## src/rtl/dram_axi_gate_ctrl.sv

```systemverilog
// dram_axi_gate_ctrl: gates AW/AR/W until calibration, counts outstanding bursts, isolate/drain handshake (ports: clk_i/rst_i, calib/isolate control, status flags, AW/AR/W gated handshakes, B/R observed)
module dram_axi_gate_ctrl #(
  parameter int MaxOutstanding = 16,
  parameter int CalibTimeout = 1048576,
  parameter int CntWidth = $clog2(MaxOutstanding + 1)
) (
  input  logic                clk_i,
  input  logic                rst_i,
  input  logic                calib_done_i,
  input  logic                isolate_req_i,
  output logic                isolate_ack_o,
  output logic [1:0]          state_o,
  output logic                calib_timeout_o,
  output logic                calib_lost_o,
  output logic                protocol_err_o,
  output logic [CntWidth-1:0] rd_outstanding_o,
  output logic [CntWidth-1:0] wr_outstanding_o,
  input  logic                slv_aw_valid_i,
  output logic                slv_aw_ready_o,
  output logic                mst_aw_valid_o,
  input  logic                mst_aw_ready_i,
  input  logic                slv_ar_valid_i,
  output logic                slv_ar_ready_o,
  output logic                mst_ar_valid_o,
  input  logic                mst_ar_ready_i,
  input  logic                slv_w_valid_i,
  output logic                slv_w_ready_o,
  output logic                mst_w_valid_o,
  input  logic                mst_w_ready_i,
  input  logic                w_last_i,
  input  logic                mst_b_valid_i,
  input  logic                slv_b_ready_i,
  input  logic                mst_r_valid_i,
  input  logic                slv_r_ready_i,
  input  logic                r_last_i
);
  typedef enum logic [1:0] {CALIB, RUN, DRAIN, ISOLATED} state_t;
  localparam int TW = $clog2(CalibTimeout + 1);
  localparam logic [TW-1:0] CalLast = TW'(CalibTimeout - 1);
  localparam logic [CntWidth-1:0] MaxOut = CntWidth'(MaxOutstanding);
  state_t r_state, w_state_nxt, w_exit;
  logic [TW-1:0] r_calib_cnt, w_calib_cnt_nxt;
  logic [CntWidth-1:0] r_rd, r_wr, r_wpend;
  logic r_timeout, r_lost, r_perr;
  logic w_allow_aw, w_allow_ar, w_allow_w, w_idle;
  logic w_aw_fire, w_ar_fire, w_wl_fire, w_b_fire, w_r_fire;
  function automatic logic [CntWidth-1:0] cnt_nxt(input logic [CntWidth-1:0] c, input logic inc, input logic dec);
    return (inc == dec) ? c : inc ? c + CntWidth'(1) : (c == '0) ? c : c - CntWidth'(1);
  endfunction
  assign w_allow_aw = (r_state == RUN) && (r_wr < MaxOut);
  assign w_allow_ar = (r_state == RUN) && (r_rd < MaxOut);
  assign w_allow_w = (r_wpend != '0);
  assign mst_aw_valid_o = slv_aw_valid_i & w_allow_aw;
  assign slv_aw_ready_o = mst_aw_ready_i & w_allow_aw;
  assign mst_ar_valid_o = slv_ar_valid_i & w_allow_ar;
  assign slv_ar_ready_o = mst_ar_ready_i & w_allow_ar;
  assign mst_w_valid_o = slv_w_valid_i & w_allow_w;
  assign slv_w_ready_o = mst_w_ready_i & w_allow_w;
  assign w_aw_fire = slv_aw_valid_i & slv_aw_ready_o;
  assign w_ar_fire = slv_ar_valid_i & slv_ar_ready_o;
  assign w_wl_fire = slv_w_valid_i & slv_w_ready_o & w_last_i;
  assign w_b_fire = mst_b_valid_i & slv_b_ready_i;
  assign w_r_fire = mst_r_valid_i & slv_r_ready_i & r_last_i;
  assign w_idle = (r_rd == '0) && (r_wr == '0) && (r_wpend == '0);
  assign w_calib_cnt_nxt = (r_calib_cnt == CalLast) ? r_calib_cnt : r_calib_cnt + TW'(1);
  always_comb begin
    w_exit = isolate_req_i ? ISOLATED : calib_done_i ? RUN : CALIB;
    w_state_nxt = w_exit;
    if (r_state == RUN) w_state_nxt = (!calib_done_i || isolate_req_i) ? DRAIN : RUN;
    else if (r_state == DRAIN && !w_idle) w_state_nxt = DRAIN;
  end
  always_ff @(posedge clk_i) begin
    if (rst_i) begin
      r_state <= CALIB;
      r_calib_cnt <= '0;
      r_rd <= '0;
      r_wr <= '0;
      r_wpend <= '0;
      r_timeout <= 1'b0;
      r_lost <= 1'b0;
      r_perr <= 1'b0;
    end else begin
      r_state <= w_state_nxt;
      r_calib_cnt <= (r_state == CALIB && w_state_nxt == CALIB) ? w_calib_cnt_nxt : '0;
      r_timeout <= r_timeout | (r_state == CALIB && w_calib_cnt_nxt == CalLast);
      r_lost <= r_lost | (r_state == RUN && !calib_done_i);
      r_perr <= r_perr | (w_b_fire && r_wr == '0) | (w_r_fire && r_rd == '0) | (w_wl_fire && r_wpend == '0);
      r_wr <= cnt_nxt(r_wr, w_aw_fire, w_b_fire);
      r_rd <= cnt_nxt(r_rd, w_ar_fire, w_r_fire);
      r_wpend <= cnt_nxt(r_wpend, w_aw_fire, w_wl_fire);
    end
  end
  assign state_o = r_state;
  assign isolate_ack_o = (r_state == ISOLATED);
  assign calib_timeout_o = r_timeout;
  assign calib_lost_o = r_lost;
  assign protocol_err_o = r_perr;
  assign rd_outstanding_o = r_rd;
  assign wr_outstanding_o = r_wr;
endmodule

```

## config.mk

```make
export PLATFORM = sky130hd
export DESIGN_NAME = dram_axi_gate_ctrl
export DESIGN_NICKNAME = d
export VERILOG_FILES = /design/src/rtl/dram_axi_gate_ctrl.sv
export SDC_FILE = /design/constraint.sdc
export NUM_CORES = 1
export LEC_CHECK = 0
export ABC_AREA = 1
export BUFFER_PORTS_ARGS = -buffer_cell sky130_fd_sc_hd__buf_4
export CAP_MARGIN = 30
export CELL_PAD_IN_SITES_DETAIL_PLACEMENT = 1
export CELL_PAD_IN_SITES_GLOBAL_PLACEMENT = 2
export CORE_UTILIZATION = 34
export DETAILED_ROUTE_END_ITERATION = 16
export PLACE_DENSITY = 0.85
export RECOVER_POWER = 50
export SLEW_MARGIN = 10
export SYNTH_ARGS = -nofsm -noshare
export SYNTH_HDL_FRONTEND = slang
export SYNTH_SLANG_ARGS = --single-unit
```

## constraint.sdc

```tcl
create_clock -name clk_i -period 4 [get_ports clk_i]
set_input_delay 0.2 -clock clk_i [delete_from_list [all_inputs] [get_ports clk_i]]
set_output_delay 0.2 -clock clk_i [all_outputs]
set_load 0.01 [all_outputs]
```

==> results of run 1 <==
## cell usage after synthesis
library cell,n,area share
nor3b_1,1,0.0029
nand3b_1,1,0.0029
a21oi_1,29,0.056
nor3_1,4,0.0077
a21oi_2,1,0.0034
inv_2,1,0.0014
nand2_2,10,0.024
o211ai_1,1,0.0029
nand2_4,2,0.0087
xor2_1,10,0.034
nand2_1,85,0.12
o21ai_1,2,0.0039
xnor2_1,4,0.013
nand3_2,1,0.0039
o21a_1,1,0.0029
and2_1,2,0.0048
clkbuf_1,5,0.0072
nor2_1,54,0.078
nand3_1,27,0.052
o31ai_1,1,0.0029
and3_1,5,0.012
inv_1,46,0.066
fa_1,3,0.023
dfxtp_1,41,0.32
ha_1,10,0.048
a211oi_1,2,0.0058
o21ai_0,16,0.031
nor2_8,1,0.0077
nor2_2,8,0.019
or2_2,2,0.0048
a31oi_1,2,0.0048
nor2_4,2,0.0087
nand4_1,6,0.014
o21bai_1,1,0.0029
## cells in the final DEF (no fill, tap or decap), types with 3 or more instances in the layout
cell,synthesis,routed
nor2_1,54,56
ha_1,10,10
a21oi_1,29,29
xor2_1,10,10
xnor2_1,4,4
nor2_2,8,6
nand2_2,10,8
nor3_1,4,4
nand3_1,27,27
nand2_1,85,87
clkbuf_1,5,22
o21ai_0,16,16
buf_4,0,15
and3_1,5,5
clkbuf_8,0,5
dfxtp_1,41,41
nand4_1,6,6
fa_1,3,3
inv_1,46,46
## metal layers
metal,vias to the layer above,GRT usage
met2,39,0.3553
met4,0,0.04329
met1,1211,0.2404
met5,-,0
met3,5,0.02862
li1,1316,-
## power breakdown
group | leakage (uW) | total, uW | switching, uW | internal (uW)
registers | 0.000333 | 472 | 32.2 | 439
logic | 0.000869 | 299 | 180 | 119
clock network | 0.0000399 | 252 | 137 | 115
## through the flow
stage / hold slack (ns) / power (uW) / instance area, um^2 / cells / util
after global placement: 0.4385 / 801.4 / 2982 / 518 / 0.4067
after floorplan: 0.3531 / 689.1 / 2599 / 387 / -
after detailed placement: 0.4462 / 811.8 / 2982 / 518 / 0.4067
after global routing: 0.1420 / 1100 / 2963 / 524 / 0.4042
final: 0.1409 / 1023 / 2963 / 524 / 0.4042
after CTS: 0.1367 / 1063 / 3055 / 524 / 0.4168
## sequential cells by signal, indices dropped and copies added, names as in the netlist
| signal | flops |
|---|---|
| r_calib_cnt | 21 |
| r_wpend | 5 |
| rd_outstanding_o | 5 |
| wr_outstanding_o | 5 |
| state_o | 2 |
| calib_lost_o | 1 |
| calib_timeout_o | 1 |
| protocol_err_o | 1 |
## cells by family after synthesis
| kind of cell | after synthesis | share of synthesized area |
|---|---|---|
| AO/OA/AOI/OAI | 56 | 0.1160 |
| XOR/XNOR | 14 | 0.04718 |
| adder cells (fa/ha/maj) | 13 | 0.07126 |
| buffers and inverters | 52 | 0.07511 |
| flip-flops | 41 | 0.3158 |
| AND/OR/NAND/NOR | 211 | 0.3746 |
## worst max-delay path by stage
stage                       to  slack (ns)  cells after the start
floorplan           r_wpend[4]        1.84                     12
global placement    r_wpend[4]        1.73                     12
detailed placement  r_wpend[4]        1.58                     12
CTS                 r_wpend[4]        1.55                     12
global route        r_wpend[4]        0.99                     12
finish              r_wpend[4]        1.29                     12
## final cells by class
| class | instances | area (um^2) |
|---|---|---|
| clock buffers | 5 | 68.82 |
| flip-flops and latches | 41 | 820.8 |
| fillers | 973 | 4368 |
| inverters | 47 | 176.4 |
| clock inverters | 1 | 5.005 |
| repair buffers | 37 | 195.2 |
| well taps | 99 | 123.9 |
| multi-input cells | 294 | 1573 |
==> qor.yml, run 1 <==
cp_data_arrival_time_ns: 2.94
wire_per_inst_um: 14.02
clock_latency_ns: 0.29
critPathLaunch: "state_o[0]"
place_ws_ns: 1.575
worst_slew_pin_slew_ns: 0.8213
yosysWarningCount: 0
grt_pass1_vias: 2462
max-cap-violations: 0
min_path_type: "input port to register"
fp.dieW_um: 89.43
antenna_left: 0
min_period_over_period: 0.6777
drt_first_pass_iters: 4
syn2layout_area_growth_pct: 14.01
finalClockSkew_ns: 0.01154
cp_cell_sequence: "inv_1, nor2_1, and3_1, nand2_1, ha_1, inv_1, o21bai_1, a31oi_1, or2_2, o211ai_1, o21ai_0, a21oi_1"
drt_iter0_drc: 39
p_leak_uw: 0.001242
setup_violations: 0
cts.sinks: 41
cpPeakStageDelay_ns: 0.43
netlist_area_um2: 2599
wl_met3_um: 208
grt_max_degree: 22
htreeDepth: 2
crit_slowest_cell: "ha_1"
die_h_um: 89.43
drive_above_1_share: 0.1059
synth-seq-cells: 41
start_kind: "register"
vias_per_cell: 4.906
cts_resized: 0
ir_worst_vdd_v: 0.0001466
fin_tns_setup_ns: 0
top_layer_used: "met4"
r2r-start: "state_o[0]"
rsz0062_at_grt: "false"
wl_met2_um: 3753
pin_count: 38
hold_buffers: 0
drcViolationCount: 0
outcome: "completed"
routed_wl_um: 7347
grtUsageTotal: 0.1944
tritoncts: "done"
coreArea_um2: 7331
crit_fanout: 12
reg2reg_to: "r_wpend[4]"
cts_made_buffers: 5
path_class: "register to register"
max_clock_freq_mhz: 368.9
start_util: 0.3545
clock_path_buffers: 2
required_ns: 4.23
r2r_cells: 12
rows: 31
min_path_cells: 2
io_buffers: 37
min-delay-start: "rst_i"
post_synth_num_cell_types: 34
path_delay_family: "simple AND/OR/NAND/NOR gates"
final.setup.worst_slack_ns: 1.289
dieArea_um2: 7997
path_buf_inv: 2
grt_first_pass_wirelength_um: 11730
root_buffer: "clkbuf_8"
met1Wirelength_um: 3327
min_period_ns: 2.711
antenna_found_initial: 0
slew_headroom: 0.4509
place_congestion: 0.7796
overflow: 0
crit_top_cell: "inv_1"
hold_end: "calib_timeout_o"
ys_seq_area_frac: 0.3158
hold_violations: 0
crit_path_end_kind: "register"
r2r_slack_ns: 1.29
via_count: 2571
syn_nets: 416
p_per_area_nw_per_um2: 345.3
dp_hpwl_um: 6048
n_antenna_cell: 0
drv_slew: 0
clkTransAtPathRegs_ns: 0.08
post_cts_buffers: 0
synthCells: 387
final_nets: 455
syn_avg_cell_area_um2: 6.715
(Power assumes the default switching activity.)
==> run 2, diff against run 1 <==
Settings changed: ABC_AREA 1 to 0, CORE_UTILIZATION 34 to 30, PLACE_DENSITY 0.85 to 0.74.
Clock period 4 ns to 2.4 ns, I/O delays scaled along.
==> qor.yml, run 2 <==
outcome: "completed"
n_fill_cell: 899  # -7.6%
min_period_ns: 2.211  # -0.4999 ns
synth-edff-count: 0  # unchanged
multi_input_area_um2: 1486  # -5.5%
coreArea_um2: 7408  # +1.1%
grtUsageTotal: 0.1717  # -0.02267
rows: 31  # unchanged
n_antenna_cell: 0  # unchanged
min-delay-start: "isolate_req_i"
yosysWarningCount: 0  # unchanged
grt_pass1_vias: 2323  # -5.6%
crit_top_cell: "a21o_1"
synthCells: 270  # -30%
finalCoreUtilization: 0.3984  # -0.005753
synth-seq-cells: 41  # unchanged
placed_cell_area_um2: 2844  # -4.6%
slew_headroom: 0.6009  # +0.1499
path_class: "register to register"
synth_top_flop_cell: "dfxtp_1"
wire_per_inst_um: 15.35  # +9.5%
drt_iter0_drc: 34  # -13%
via_count: 2131  # -17%
hold-worst-slack_ns: 0.07758  # -0.06335 ns
synth_top_cells_by_count: "dfxtp_1, nor2_1, nand2_1"
hold_violations: 0  # unchanged
antenna_found_initial: 0  # unchanged
r2r_cells: 8  # -4
max_clock_freq_mhz: 452.3  # +23%
layout_commonest_cell: "buf_4"
grt_max_degree: 22  # unchanged
grt_first_pass_wirelength_um: 11240  # -4.2%
finalClockSkew_ns: 0.003417  # -0.008121 ns
overflow: 0  # unchanged
top_register: "r_calib_cnt"
largest_register_ffs: 21  # unchanged
setup_violations: 0  # unchanged
io_buffers: 37  # unchanged
max-cap-violations: 0  # unchanged
die_h_um: 90.50  # +1.2%
drt_first_pass_iters: 4  # unchanged
crit_path_end_kind: "register"
ys_seq_area_frac: 0.3493  # +0.03347
r2r-start: "state_o[1]"
drv_slew: 0  # unchanged
yosysMostFrequentCell: "dfxtp_1"
syn_nets: 299  # -28%
final.setup.worst_slack_ns: 0.1893  # -1.100 ns
antenna_left: 0  # unchanged
critPathLaunch: "state_o[1]"
syn2layout_area_growth_pct: 25.61
ys_top_cells_by_area: "dfxtp_1, nor2_1, ha_1"
drive_above_1_share: 0.2036  # +0.09777
synthArstFlopShare: 0  # unchanged
required_ns: 2.56  # -1.67 ns
drcViolationCount: 0  # unchanged
clock_path_buffers: 2  # unchanged
cp_cell_sequence: "and4bb_2, nand2_1, buf_4, fa_1, a21o_1, a21o_1, a32oi_1, a21oi_1"
min_path_cells: 2  # unchanged
fp.dieW_um: 90.50  # +1.2%
tritoncts: "done"
layout_common_cells: "buf_4, dfxtp_1, nor2_1"
min_period_over_period: 0.9211  # +0.2435
p_leak_uw: 0.001150  # -7.4%
routed_wl_um: 6569  # -11%
post_synth_num_cell_types: 50  # +47%
p_per_area_nw_per_um2: 702.3  # +100%
dp_hpwl_um: 5132  # -15%
crit_slowest_cell: "fa_1"
clkTransAtPathRegs_ns: 0.08  # about the same
clock_latency_ns: 0.28  # about the same
syn_avg_cell_area_um2: 8.703  # +30%
place_congestion: 0.8305  # +6.5%
synth_top_area_frac: 0.3493  # +0.03347
yosysTopAreaCell: "dfxtp_1"
min_path_type: "input port to register"
seqCellArea_um2: 827.0  # +0.76%
place_ws_ns: 0.002961  # -1.572 ns
final_nets: 357  # -22%
start_kind: "register"
htreeDepth: 2  # unchanged
vias_per_cell: 4.979  # +1.5%
cts.sinks: 41  # unchanged
total_power_uw: 2073  # +100%
cp_data_arrival_time_ns: 2.38  # -0.56 ns
cts_made_buffers: 5  # unchanged
r2r_slack_ns: 0.19  # -1.10 ns
pin_count: 38  # unchanged
netlist_area_um2: 2350  # -9.6%
start_util: 0.3172  # -0.03732
stdcell_area_um2: 2952  # -0.38%
worst_slew_pin_slew_ns: 0.5944  # -0.2269 ns
dieArea_um2: 8190  # +2.4%
cpPeakStageDelay_ns: 0.39  # -0.04 ns
crit_fanout: 6  # -6
ir_worst_vdd_v: 0.0003993  # +170%
root_buffer: "clkbuf_8"
run 2: cell families after synthesis:
| group | Yosys count | share of synthesized area |
|---|---|---|
| buffers and inverters | 19 | 0.03727 |
| muxes | 10 | 0.04260 |
| DFF | 41 | 0.3493 |
| xor gates and xnor gates | 24 | 0.08946 |
| adders and majority gates | 13 | 0.07881 |
| AOI/OAI and AO/OA | 48 | 0.1294 |
| and+or+nand+nor | 115 | 0.2732 |
run 2: area by class of cell:
class	count	share of cell area
multi-input combinational	210	0.5036
timing repair buffer	56	0.1221
tap	99	0.04197
inverter	14	0.01780
clock buffer	7	0.03264
clock inverter	1	0.001696
sequential	41	0.2802
run 2: metal layers:
metal | vias up | track usage | routed length (um)
li1 | 1078 | - | -
met1 | 1023 | 0.2124 | 2979
met2 | 28 | 0.3068 | 3344
met3 | 2 | 0.03535 | 214
met4 | 0 | 0.03226 | 30
met5 | - | 0 | 0
run 2: path summary, 6_finish.rpt:
path                    endpoint
min                   state_o[0]
max reg2reg  wr_outstanding_o[4]
max          wr_outstanding_o[4]
min reg2reg      calib_timeout_o
run 2: where the power goes:
group	internal, uW	total (uW)	switching (uW)
sequential	747	808	61.6
clock	260	497	236
combinational	364	768	405
run 2: through the flow:
stage / setup TNS, ns / instances
after floorplan: 0 / 270
after global placement: 0 / 418
after detailed placement: 0 / 418
after CTS: 0 / 426
after global routing: -0.02348 / 428
final: 0 / 428
run 2: timing repair:
action	4_1_cts	5_1_grt
hold buffers	0	0
setup endpoints to repair	1	2
buffers inserted	0	2
resized for setup	1	11
endpoints found under the hold margin	0	0
pin swaps	0	3
run 2: critical path, delay by kind of cell, from the launching register on:
| family | cells | cell delay (ns) |
|---|---|---|
| AO/OA/AOI/OAI | 4 | 0.72 |
| AND/OR/NAND/NOR | 2 | 0.43 |
| adder cells (fa/ha/maj) | 1 | 0.39 |
| flip-flops | 1 | 0.36 |
| buffers and inverters | 1 | 0.17 |
==> run 3, diff against run 2 <==
Settings changed: GPL_TIMING_DRIVEN set to 0, SKIP_CTS_REPAIR_TIMING set to 1.
==> qor.yml, run 3 (synthesized netlist as in run 2, its figures left out) <==
overflow: 0  # unchanged
path_class: "register to register"
drt_first_pass_iters: 4  # unchanged
rows: 31  # unchanged
antenna_left: 0  # unchanged
switching_share: 0.3284  # -0.01050
hold_violations: 0  # unchanged
tritoncts: "done"
power.internal_uw: 1447  # +5.6%
top_register: "r_calib_cnt"
largest_register_ffs: 21  # unchanged
max-cap-violations: 0  # unchanged
dieArea_um2: 8190  # unchanged
max_clock_freq_mhz: 430.6  # -4.8%
post-place-cells: 406  # -2.9%
clock_latency_ns: 0.30  # +0.02 ns
r2r_slack_ns: 0.08  # -0.11 ns
io_buffers: 37  # unchanged
crit_path_end_kind: "register"
final_nets: 352  # -1.4%
r2r-start: "state_o[1]"
r2r_cells: 10  # +2
use_met2: 0.2803  # -0.02652
p_clk_frac: 0.273  # +0.033
drive_above_1_share: 0.2253  # +0.02166
p_sw_uw: 707.3  # +0.69%
grt_first_pass_wirelength_um: 10860  # -3.4%
cp_data_arrival_time_ns: 2.49  # +0.11 ns
final.setup.worst_slack_ns: 0.07765  # -0.1116 ns
setup_violations: 0  # unchanged
clkTransAtPathRegs_ns: 0.09  # about the same
place_congestion: 0.7391  # -11%
busiest_layer: "met2"
pin_count: 38  # unchanged
antenna_found_initial: 0  # unchanged
worst_slew_pin_slew_ns: 0.5646  # -0.02984 ns
cts.sinks: 41  # unchanged
place_ws_ns: -0.2839  # -0.2869 ns
comb_power_share: 0.338  # -0.033
min-delay-start: "isolate_req_i"
min_path_type: "input port to register"
vias_per_cell: 4.998  # +0.37%
finalClockSkew_ns: 0.008613  # +0.005197 ns
htreeDepth: 2  # unchanged
reg2reg_to: "r_wpend[4]"
n_antenna_cell: 0  # unchanged
grt_pass1_vias: 2156  # -7.2%
required_ns: 2.57  # about the same
root_buffer: "clkbuf_8"
layout_common_cells: "buf_4, nor2_1, dfxtp_1"
die_h_um: 90.50  # unchanged
dp_hpwl_um: 4846  # -5.6%
fp.dieW_um: 90.50  # unchanged
start_util: 0.3172  # unchanged
layout_commonest_cell: "buf_4"
wire_per_inst_um: 15.51  # +1.1%
ir_worst_vdd_v: 0.0003808  # -4.6%
grt_max_degree: 13  # -41%
drt_iter0_drc: 36  # +5.9%
p_leak_uw: 0.001181  # +2.7%
grtUsageMet1: 0.2106  # -0.001768
coreArea_um2: 7408  # unchanged
hold_end: "state_o[0]"
min_path_cells: 2  # unchanged
slew_headroom: 0.6209  # +0.02003
outcome: "completed"
p_per_area_nw_per_um2: 717.6  # +2.2%
rsz0062_at_grt: "true"
drv_slew: 0  # unchanged
min_period_over_period: 0.9676  # +0.04650
crit_fanout: 10  # +4
stdcell_count: 423  # -1.2%
clock_path_buffers: 2  # unchanged
power_frac_seq: 0.389  # about the same
start_kind: "register"
min_period_ns: 2.322  # +0.1116 ns
use_met3: 0.02778  # -0.007576
cts_made_buffers: 5  # unchanged
grtUsageTotal: 0.1637  # -0.008084
routed_wl_um: 6562  # -0.11%
via_count: 2114  # -0.80%
syn2layout_area_growth_pct: 27.74
drcViolationCount: 0  # unchanged
[run 3: worst max-delay path by stage]
stage | to | cells past startpoint | startpoint | slack, ns
5_1_grt | r_wpend[4] | 10 | state_o[1] | -0.06
4_1_cts | r_wpend[4] | 10 | state_o[1] | -0.38
3_5_place_dp | r_wpend[4] | 10 | state_o[1] | -0.28
6_report | r_wpend[4] | 10 | state_o[1] | 0.08
2_1_floorplan | rd_outstanding_o[4] | 9 | state_o[0] | 0.02
3_3_place_gp | r_calib_cnt[19] | 7 | r_calib_cnt[0] | -0.44
[run 3: routing by layer]
metal / up-vias / share of wire
met5: - / 0
met4: 0 / 0.010
met3: 6 / 0.023
met2: 29 / 0.49
met1: 1014 / 0.47
li1: 1065 / -
[run 3: worst max-delay path, stage by stage, from the launching register on]
cell	delay, ns
dfxtp_4	0.41
and4bb_2	0.29
nand2_4	0.14
inv_1	0.14
fa_2	0.39
nor2b_1	0.17
o21ai_1	0.12
a21o_1	0.20
mux2i_1	0.17
xnor2_1	0.13
nor2_1	0.05
[run 3: through the flow]
| step | TNS [ns] | utilization | instance area (um^2) | power (uW) | hold slack (ns) |
|---|---|---|---|---|---|
| 2_1_floorplan | 0 | - | 2350 | 1325 | 0.2375 |
| 3_3_place_gp | -2.137 | 0.3714 | 2751 | 1565 | 0.3664 |
| 3_5_place_dp | -1.009 | 0.3716 | 2753 | 1583 | 0.3664 |
| 4_1_cts | -1.334 | 0.3873 | 2869 | 2189 | 0.04273 |
| 5_1_grt | -0.05551 | 0.4052 | 3002 | 2315 | 0.03777 |
| 6_report | 0 | 0.4052 | 3002 | 2154 | 0.04344 |
[run 3: area by class of cell]
cell class / instances / area [um^2]
Inverter: 14 / 52.55
Timing Repair Buffer: 46 / 320.3
Clock buffer: 7 / 86.33
Tap cell: 99 / 123.9
Sequential cell: 41 / 832.0
Buffer: 5 / 35.03
Clock inverter: 1 / 30.03
Multi-Input combinational cell: 210 / 1521
Fill cell: 893 / 4407
[run 3: power by group through the flow]
| stage | sequential [uW] | combinational [uW] | clock [uW] |
|---|---|---|---|
| 2_1_floorplan | 849 | 476 | 0 |
| 3_3_place_gp | 850 | 715 | 0 |
| 3_5_place_dp | 849 | 734 | 0 |
| 4_1_cts | 836 | 742 | 611 |
| 5_1_grt | 855 | 821 | 638 |
| 6_report | 837 | 729 | 588 |
